<file path="config.mk">
export PLATFORM = sky130hd
export DESIGN_NAME = mul_div_unit
export DESIGN_NICKNAME = d
export VERILOG_FILES = /design/src/rtl/mul_div_unit.sv
export SDC_FILE = /design/constraint.sdc
export NUM_CORES = 1
export LEC_CHECK = 0
export CAP_MARGIN = 0
export CORE_MARGIN = 2
export CORE_UTILIZATION = 45
export DETAILED_ROUTE_END_ITERATION = 12
export PLACE_DENSITY = 0.64
export SLEW_MARGIN = 20
export SYNTH_ARGS = -nofsm -noshare
export SYNTH_HDL_FRONTEND = slang
export SYNTH_SLANG_ARGS = --single-unit
</file>
<file path="constraint.sdc">
create_clock -name clk -period 8.77 [get_ports clk]
set_clock_uncertainty 0.15 [all_clocks]
set_input_delay 1.754 -clock clk [delete_from_list [all_inputs] [get_ports clk]]
set_output_delay 1.754 -clock clk [all_outputs]
set_load 0.01 [all_outputs]
</file>
<file path="src/rtl/mul_div_unit.sv">
// Iterative MULT/MULTU/DIV/DIVU unit: one shift-add or restoring shift-subtract step per cycle,
// fixed DATA_WIDTH-cycle latency, result held on hi/lo until the next result or reset.
module mul_div_unit #(
    parameter int DATA_WIDTH = 32
) (
    input  logic                  clk,
    input  logic                  rst,
    input  logic                  in_valid,
    output logic                  in_ready,
    input  logic [1:0]            op,
    input  logic [DATA_WIDTH-1:0] src_a,
    input  logic [DATA_WIDTH-1:0] src_b,
    output logic                  out_valid,
    input  logic                  out_ready,
    output logic                  busy,
    output logic [DATA_WIDTH-1:0] hi,
    output logic [DATA_WIDTH-1:0] lo,
    output logic [1:0]            state_dbg
);
    localparam int W  = DATA_WIDTH;
    localparam int CW = $clog2(DATA_WIDTH);
    localparam logic [CW-1:0] LAST = CW'(DATA_WIDTH - 1);

    // Handshakes: a transfer happens on a rising edge where valid and ready are both high;
    // in_ready/out_valid depend only on state, never combinationally on the other side.
    typedef enum logic [1:0] {IDLE = 2'd0, CALC = 2'd1, DONE = 2'd2} state_t;

    state_t          state_q, state_d;
    logic [CW-1:0]   cnt_q, cnt_d;
    logic [2*W-1:0]  acc_q, acc_d;
    logic [W-1:0]    opnd_q, opnd_d;
    logic            is_div_q, is_div_d;
    logic            neg_q, neg_d;
    logic            rem_neg_q, rem_neg_d;
    logic            dz_q, dz_d;
    logic [W-1:0]    hi_q, hi_d;
    logic [W-1:0]    lo_q, lo_d;

    logic [W-1:0]    abs_a, abs_b;
    logic [W:0]      mul_sum;
    logic [W:0]      shifted_rem;
    logic            ge;
    logic [W-1:0]    rem_sub;
    logic [2*W-1:0]  acc_step;
    logic [2*W-1:0]  prod;
    logic [W-1:0]    res_hi, res_lo;

    assign abs_a = (op[0] && src_a[W-1]) ? -src_a : src_a;
    assign abs_b = (op[0] && src_b[W-1]) ? -src_b : src_b;

    // Multiply: acc = {partial product, remaining multiplier bits}, shifted right each step.
    // Divide: acc = {partial remainder, dividend/quotient bits}, shifted left each step.
    always_comb begin
        mul_sum     = {1'b0, acc_q[2*W-1:W]} + {1'b0, (acc_q[0] ? opnd_q : {W{1'b0}})};
        shifted_rem = {acc_q[2*W-1:W], acc_q[W-1]};
        ge          = shifted_rem >= {1'b0, opnd_q};
        rem_sub     = shifted_rem[W-1:0] - opnd_q;
        if (is_div_q) begin
            acc_step = {(ge ? rem_sub : shifted_rem[W-1:0]), acc_q[W-2:0], ge};
        end else begin
            acc_step = {mul_sum, acc_q[W-1:1]};
        end
        prod = neg_q ? -acc_step : acc_step;
        if (is_div_q) begin
            // Divide by zero leaves quotient all ones and remainder = |a|; the dividend
            // sign fix then restores src_a exactly, so only the quotient fix is suppressed.
            res_hi = rem_neg_q ? -acc_step[2*W-1:W] : acc_step[2*W-1:W];
            res_lo = (neg_q && !dz_q) ? -acc_step[W-1:0] : acc_step[W-1:0];
        end else begin
            res_hi = prod[2*W-1:W];
            res_lo = prod[W-1:0];
        end
    end

    always_comb begin
        state_d   = state_q;
        cnt_d     = cnt_q;
        acc_d     = acc_q;
        opnd_d    = opnd_q;
        is_div_d  = is_div_q;
        neg_d     = neg_q;
        rem_neg_d = rem_neg_q;
        dz_d      = dz_q;
        hi_d      = hi_q;
        lo_d      = lo_q;
        case (state_q)
            IDLE: begin
                if (in_valid) begin
                    state_d   = CALC;
                    cnt_d     = '0;
                    is_div_d  = op[1];
                    neg_d     = op[0] & (src_a[W-1] ^ src_b[W-1]);
                    rem_neg_d = op[0] & src_a[W-1];
                    dz_d      = (src_b == '0);
                    opnd_d    = op[1] ? abs_b : abs_a;
                    acc_d     = {{W{1'b0}}, (op[1] ? abs_a : abs_b)};
                end
            end
            CALC: begin
                acc_d = acc_step;
                cnt_d = cnt_q + CW'(1);
                if (cnt_q == LAST) begin
                    state_d = DONE;
                    hi_d    = res_hi;
                    lo_d    = res_lo;
                end
            end
            DONE: begin
                if (out_ready) state_d = IDLE;
            end
            default: state_d = IDLE;
        endcase
    end

    always_ff @(posedge clk) begin
        if (rst) begin
            state_q   <= IDLE;
            cnt_q     <= '0;
            acc_q     <= '0;
            opnd_q    <= '0;
            is_div_q  <= 1'b0;
            neg_q     <= 1'b0;
            rem_neg_q <= 1'b0;
            dz_q      <= 1'b0;
            hi_q      <= '0;
            lo_q      <= '0;
        end else begin
            state_q   <= state_d;
            cnt_q     <= cnt_d;
            acc_q     <= acc_d;
            opnd_q    <= opnd_d;
            is_div_q  <= is_div_d;
            neg_q     <= neg_d;
            rem_neg_q <= rem_neg_d;
            dz_q      <= dz_d;
            hi_q      <= hi_d;
            lo_q      <= lo_d;
        end
    end

    assign in_ready  = (state_q == IDLE);
    assign out_valid = (state_q == DONE);
    assign busy      = (state_q != IDLE);
    assign hi        = hi_q;
    assign lo        = lo_q;
    assign state_dbg = state_q;
endmodule

</file>
Yosys cells after proc, flatten, opt, wreduce, memory -nomap -nowiden
Index checks and enable logic that the tools add are counted.
{ "totals": {"romBits": 0, "in_bits": 70, "ff_bits": 171, "output_inout_bits": 69, "latch_bits": 0, "mem_bits_rw": 0, "mem_count": 0, "elab_cells": 60} }
{ "classes": {"eq_ne": 6, "addsub": 8, "n_shift": 0, "multipliers": 0, "n_reduce_logical": 12, "magnitude_cmp": 1, "n_bitwise": 3, "div": 0, "n_mux": 20} }
{ "op_table": {"columns": ["operator", "count"], "rows": [
  ["32-bit 2-to-1 mux", 10],
  ["64-bit 2-to-1 mux", 3],
  ["32-bit negator", 4],
  ["64-bit one-hot mux with 2 select lines", 1],
  ["64-bit negator", 1],
  ["32-bit by 32-bit adder with 33-bit output", 1],
  ["33-bit by 32-bit greater-or-equal comparator with 1-bit output", 1],
  ["32-bit zero test", 1],
  ["32-bit subtractor", 1],
  ["5-bit one-hot mux with 2 select lines", 1],
  ["2-bit 2-to-1 mux", 3],
  ["2-bit one-hot mux with 3 select lines", 1],
  ["2-bit AND reduction", 3],
  ["5-bit by 1-bit adder with 5-bit output, second input constant", 1],
  ["5-bit == test, second input constant", 1],
  ["5-bit 2-to-1 mux", 1],
  ["2-bit != test, second input constant", 2],
  ["2-bit nonzero test", 2],
  ["1-bit logical AND", 3],
  ["3-bit AND reduction", 1],
  ["1-bit AND", 2],
  ["2-bit by 1-bit == test with 1-bit output, second input constant", 1],
  ["2-bit == test, second input constant", 1],
  ["2-bit zero test", 1],
  ["3 further kinds", 3]
]} }

Depth between registers and ports, before layout
{ "logic_depth": {"word_depth": 6, "ltp_mapped": 22, "mapped_depth_nobuf": 20} }

Worst setup path before layout
Ideal clock, no wire load.
{ "synth_path": {"path_type": "register to register", "from": "reg acc_q[0]", "to": "reg hi_q[27] (netlist: hi[27])", "path_stages_with_launch": 18, "arrival_time_ps": 4417, "setup_time_ps": 86, "path_slack_ps": 4117, "cell_sequence": "dfxtp_1 -> clkbuf_1 -> and2_1 -> ha_1 -> inv_1 -> fa_1 -> nor2b_1 -> o2111ai_1 -> a21o_1 -> a2111oi_0 -> o21ai_0 -> a2bb2oi_1 -> o22a_1 -> nand3_1 -> or4_1 -> o41a_1 -> xnor2_1 -> a211oi_1"} }
{ "synth_between": {"elab_chain_cells": 6, "word_cells_on_any_way": 8, "cone_classes": "3 x add/sub; 5 x mux"} }
{ "synth_rtl": {"columns": ["item", "line_no", "source"], "rows": [
  ["start: declaration", "30", "logic [2*W-1:0] acc_q, acc_d;"],
  ["start signal: assignment", "119", "acc_q <= '0;"],
  ["start signal: assignment", "130", "acc_q <= acc_d;"],
  ["32-bit 2-to-1 mux", "54", "mul_sum = {1'b0, acc_q[2*W-1:W]} + {1'b0, (acc_q[0] ? opnd_q : {W{1'b0}})};"],
  ["32-bit by 32-bit adder with 33-bit output", "54", null],
  ["64-bit 2-to-1 mux *", "58", "if (is_div_q) begin"],
  ["64-bit negator or 32-bit negator (tied branches)", "63, 67", null],
  ["64-bit 2-to-1 mux or 32-bit 2-to-1 mux (tied branches)", "63, 67", null],
  ["32-bit 2-to-1 mux *", "64", "if (is_div_q) begin"],
  ["end signal: assignment", "136", "hi_q <= hi_d;"],
  ["end: declaration", "36", "logic [W-1:0] hi_q, hi_d;"]
]} }
Mark *: on every way between the ends. The rest lies on a longest branch, timed or not.
A chain may end at the register's enable or synchronous reset.

Final worst setup path
{ "layout_path": {"from": "reg opnd_q[10]", "to": "reg hi_q[18] (netlist: hi[18])"} }
{ "layout_between": {"elab_chain_cells": 6, "word_cells_on_any_way": 11, "cone_classes": "4 x add/sub; 1 x order compare; 6 x mux"} }
{ "layout_rtl": {"columns": ["item", "line_no", "source"], "rows": [
  ["start: declaration", "31", "logic [W-1:0] opnd_q, opnd_d;"],
  ["start signal: assignment", "131", "opnd_q <= opnd_d;"],
  ["32-bit 2-to-1 mux, or another cell as far along", "54", null],
  ["32-bit by 32-bit adder with 33-bit output or 32-bit 2-to-1 mux (tied branches)", "54, 59", null],
  ["64-bit 2-to-1 mux *", "58", null],
  ["64-bit negator or 32-bit negator (tied branches)", "63, 67", null],
  ["64-bit 2-to-1 mux or 32-bit 2-to-1 mux (tied branches)", "63, 67", null],
  ["32-bit 2-to-1 mux *", "64", null]
]} }
Marked as above.

==> metrics.txt <==
status=complete, no violations; initial antenna violation count=0; Yosys cell types=89; DR WL met2=28,300 µm; CTS Buf Count=17; post-synthesis mux area share=0.0276; min Tclk post-route=between 6000 and 7000 ps; pre-CTS setup slack=2810 ps; Syn-to-layout area delta=13.5%; Clk pin slew, worst setup/hold paths=approximately 70 ps; num ports=~140; starting density of the core=0.457; crit-path cells=inv_1 > ha_1 > a21oi_1 > nor2_1 > a211oi_2 > a41o_2 > o21ai_2 > buf_4 > nand2_1 > and2_1 > ha_1 > o2111ai_1 > or2_2 > nor4_1 > nand2_1 > a21oi_1 > a21o_1 > nand4_1 > o31ai_1 > xnor2_1 > a211oi_1; Max-slew headroom=0.187; Post-synth EDFFs=0; Design Area, Final=~0.018 mm²; wl on met1=between 20,000 and 30,000 µm; top cells by area, synth=dfxtp_1, a21oi_1, nand2_1, nor2_1, ha_1; root buf cell=clkbuf_16; Worst Setup End Kind=register; crit start category=register; Ant. Diodes=0; HP Class=reg -> reg; largest family of logic cells by synthesized area=compound AO/OA/AOI/OAI gates; actual slew at the worst max-slew pin=1200 ps; dpl cell area=0.0173 mm²; end of the worst register-to-register path=hi[18]; Layout fillers=between 3,000 and 4,000; kind of critical path=reg -> reg; fin nets=2,415; dpl hpwl=about 46,000 µm; slowest cell delay on critical path=790 ps; CP arrival=6440 ps; pins over their slew limit=0; maxcap violations=0; syn_nets=2,387; RePlAce Congestion=just over 1; Port Buffers=around 140; number of global-route vias before repair=~16,000; met3 wire len=~4000 µm; Setup Viol. Count Final=0; Die Y=~190 µm; Seq/Total Area, Yosys=0.217; Die Area=between 0.03 and 0.04 mm²; setup_tns=0 ps; final hold violation count=0; drt pass-1 iters=6; Std-Cell Core Area=approximately 0.035 mm²; post-synthesis sequential element count=approximately 170; Final period util=0.708; Worst-Skew Late Latency=460 ps; post-synthesis compound-gate area fraction=0.310; CTS tree=yes; post_cts resized=0; Post-CTS Setup Inserts=0; Tot GR Track Use=0.338; CP startpoint=opnd_q[10]; die width=between 150 and 200 µm; DR top layer=met4; Ys Warns=0; # hold bufs at CTS=0; Main synth FF type=dfxtp_1; total grt overflow=0; # rows=between 60 and 70; post-synthesis simple-gate area fraction=0.262; crit path max-delay cell type=nor4_1; DRC errors left=0; critical path peak fanout=18; largest net degree at the start of global routing=roughly 130; layout cells sized above 1=0.0503; Avg Cell Area, Syn=around 7.0 µm²; clk sinks=about 170; hold_ws=304 ps; post-route antenna net violation count=0; Synth area leader=dfxtp_1; Gate Count Post-Synth=approximately 2,200; H-tree levels=4; WHS Path Cells=2; Post-Synth XOR/XNOR Area=0.0694; fmax=0.161 GHz; register-to-register setup slack=roughly 2600 ps; reg2reg path depth=21; Worst VDD drop=roughly 0.00017 V; hold endpoint=lo[4]; Vias/cell=6.37; RSZ-0062 raised after global routing=no; Final WS setup=around 2600 ps; maximum root-to-sink buffer count=2; via count=17,500; Hold Crit Start=lo[4]; drt wl/cell=approximately 23 µm; Netlist Area Pre-Place=about 0.016 mm²; Routed WL=between 60,000 and 70,000 µm; PwrDens=roughly 140 mW/mm²; Post-Synth Adder-Cell Area=0.0580; FFs w/ async S/R, synth=0; leakage=~6.7 nW; global-route wire length before repair=about 96,000 µm; worst path required time=around 9000 ps; worst r2r src=opnd_q[10]; Yosys top cell area share=0.217; DRT iter0 DRCs=about 1,800
[kinds of logic after synthesis]
kind of cell    count (synthesis)
simple gates                  874
compound gates                740
buf+inv                       221
flops                         171
xor+xnor                      125
fa+ha+maj                      72
mux                            42
[power by group]
part,total (mW),switching (mW),leakage [nW],internal [mW]
sequential,0.858,0.0519,1.39,0.807
combinational,0.908,0.597,4.98,0.311
clock,0.811,0.376,0.288,0.435
total,2.58,1.02,6.65,1.55
[per-stage QoR]
step | power, mW | util | std cells
after floorplan | 1.47 | - | 2245
after global placement | 1.75 | 0.501 | 2709
after detailed placement | 1.75 | 0.501 | 2709
after CTS | 2.56 | 0.518 | 2741
after global routing | 2.69 | 0.518 | 2741
final | 2.58 | 0.518 | 2741
[worst max-delay path by stage]
| stage | depth (start not counted) | endpoint |
|---|---|---|
| 6_report | 21 | hi[18] |
| 5_1_grt | 21 | hi[18] |
| 3_5_place_dp | 21 | hi[18] |
| 4_1_cts | 21 | hi[18] |
| 3_3_place_gp | 21 | hi[18] |
| 2_1_floorplan | 17 | hi[27] |
[area by class of cell]
cell class	instances	area, µm²	share of cell area
clock inverters	13	155	0.00867
clock buffers	19	443	0.0247
repair buffers	164	1580	0.0883
flip-flops and latches	171	3430	0.191
inverters	66	248	0.0138
well taps	455	569	0.0318
multi-input cells	1853	11500	0.641
[placed cells by master (no fill, tap or decap), types with 50 or more instances in the layout]
cell	n
xnor2_1	68
nor2_1	251
inv_1	66
nand3_1	66
a211oi_1	50
xor2_1	57
o211ai_1	83
o21ai_0	99
a21oi_1	232
ha_1	70
clkdlybuf4s50_1	136
nor3_1	59
dfxtp_1	170
nand2_1	261
[registers in the layout (all words and copies together), names as in the netlist]
register / count
is_div_q: 1
neg_q: 1
acc_q: 64
rem_neg_q: 1
state_dbg: 2
lo: 32
hi: 32
cnt_q: 5
opnd_q: 32
dz_q: 1
[metal layers]
metal / vias to the layer above / global-route usage
met5: - / 0
met4: 0 / 0.147
met3: 126 / 0.0422
met2: 776 / 0.550
met1: 8278 / 0.448
li1: 8293 / -
[Yosys cell counts (all sizes together) (6+ instances only)]
cell and number:
xor2 57, a21oi 234, nand3b 10, or2 12, nor3 59, clkbuf 105
a221oi 11, a211oi 52, a21boi 11, and2 50, a22oi 14, or4 10
inv 66, o211ai 84, dfxtp 171, o21ai 106, and4 7, or3 26
o21bai 8, mux2 12, xnor2 68, o41ai 16, nor4 23, mux2i 30
a311oi 13, a21o 25, nand4 21, ha 70, nand3 66, nor3b 6
and3 20, o211a 6, o2111ai 9, o31ai 20, buf 50, nor2b 16
a311o 6, nor2 252, nand2b 20, o311ai 6, nand2 264, o21a 17
a31oi 44, o22ai 12
[critical path, delay by kind of cell (launching register included)]
family	cells	cell delay (ps)
XOR/XNOR	1	90
flip-flops	1	360
AO/OA/AOI/OAI	9	2320
AND/OR/NAND/NOR	7	2210
adder cells (fa/ha/maj)	2	650
buffers and inverters	2	320
Power figures use the tool's default switching activity.
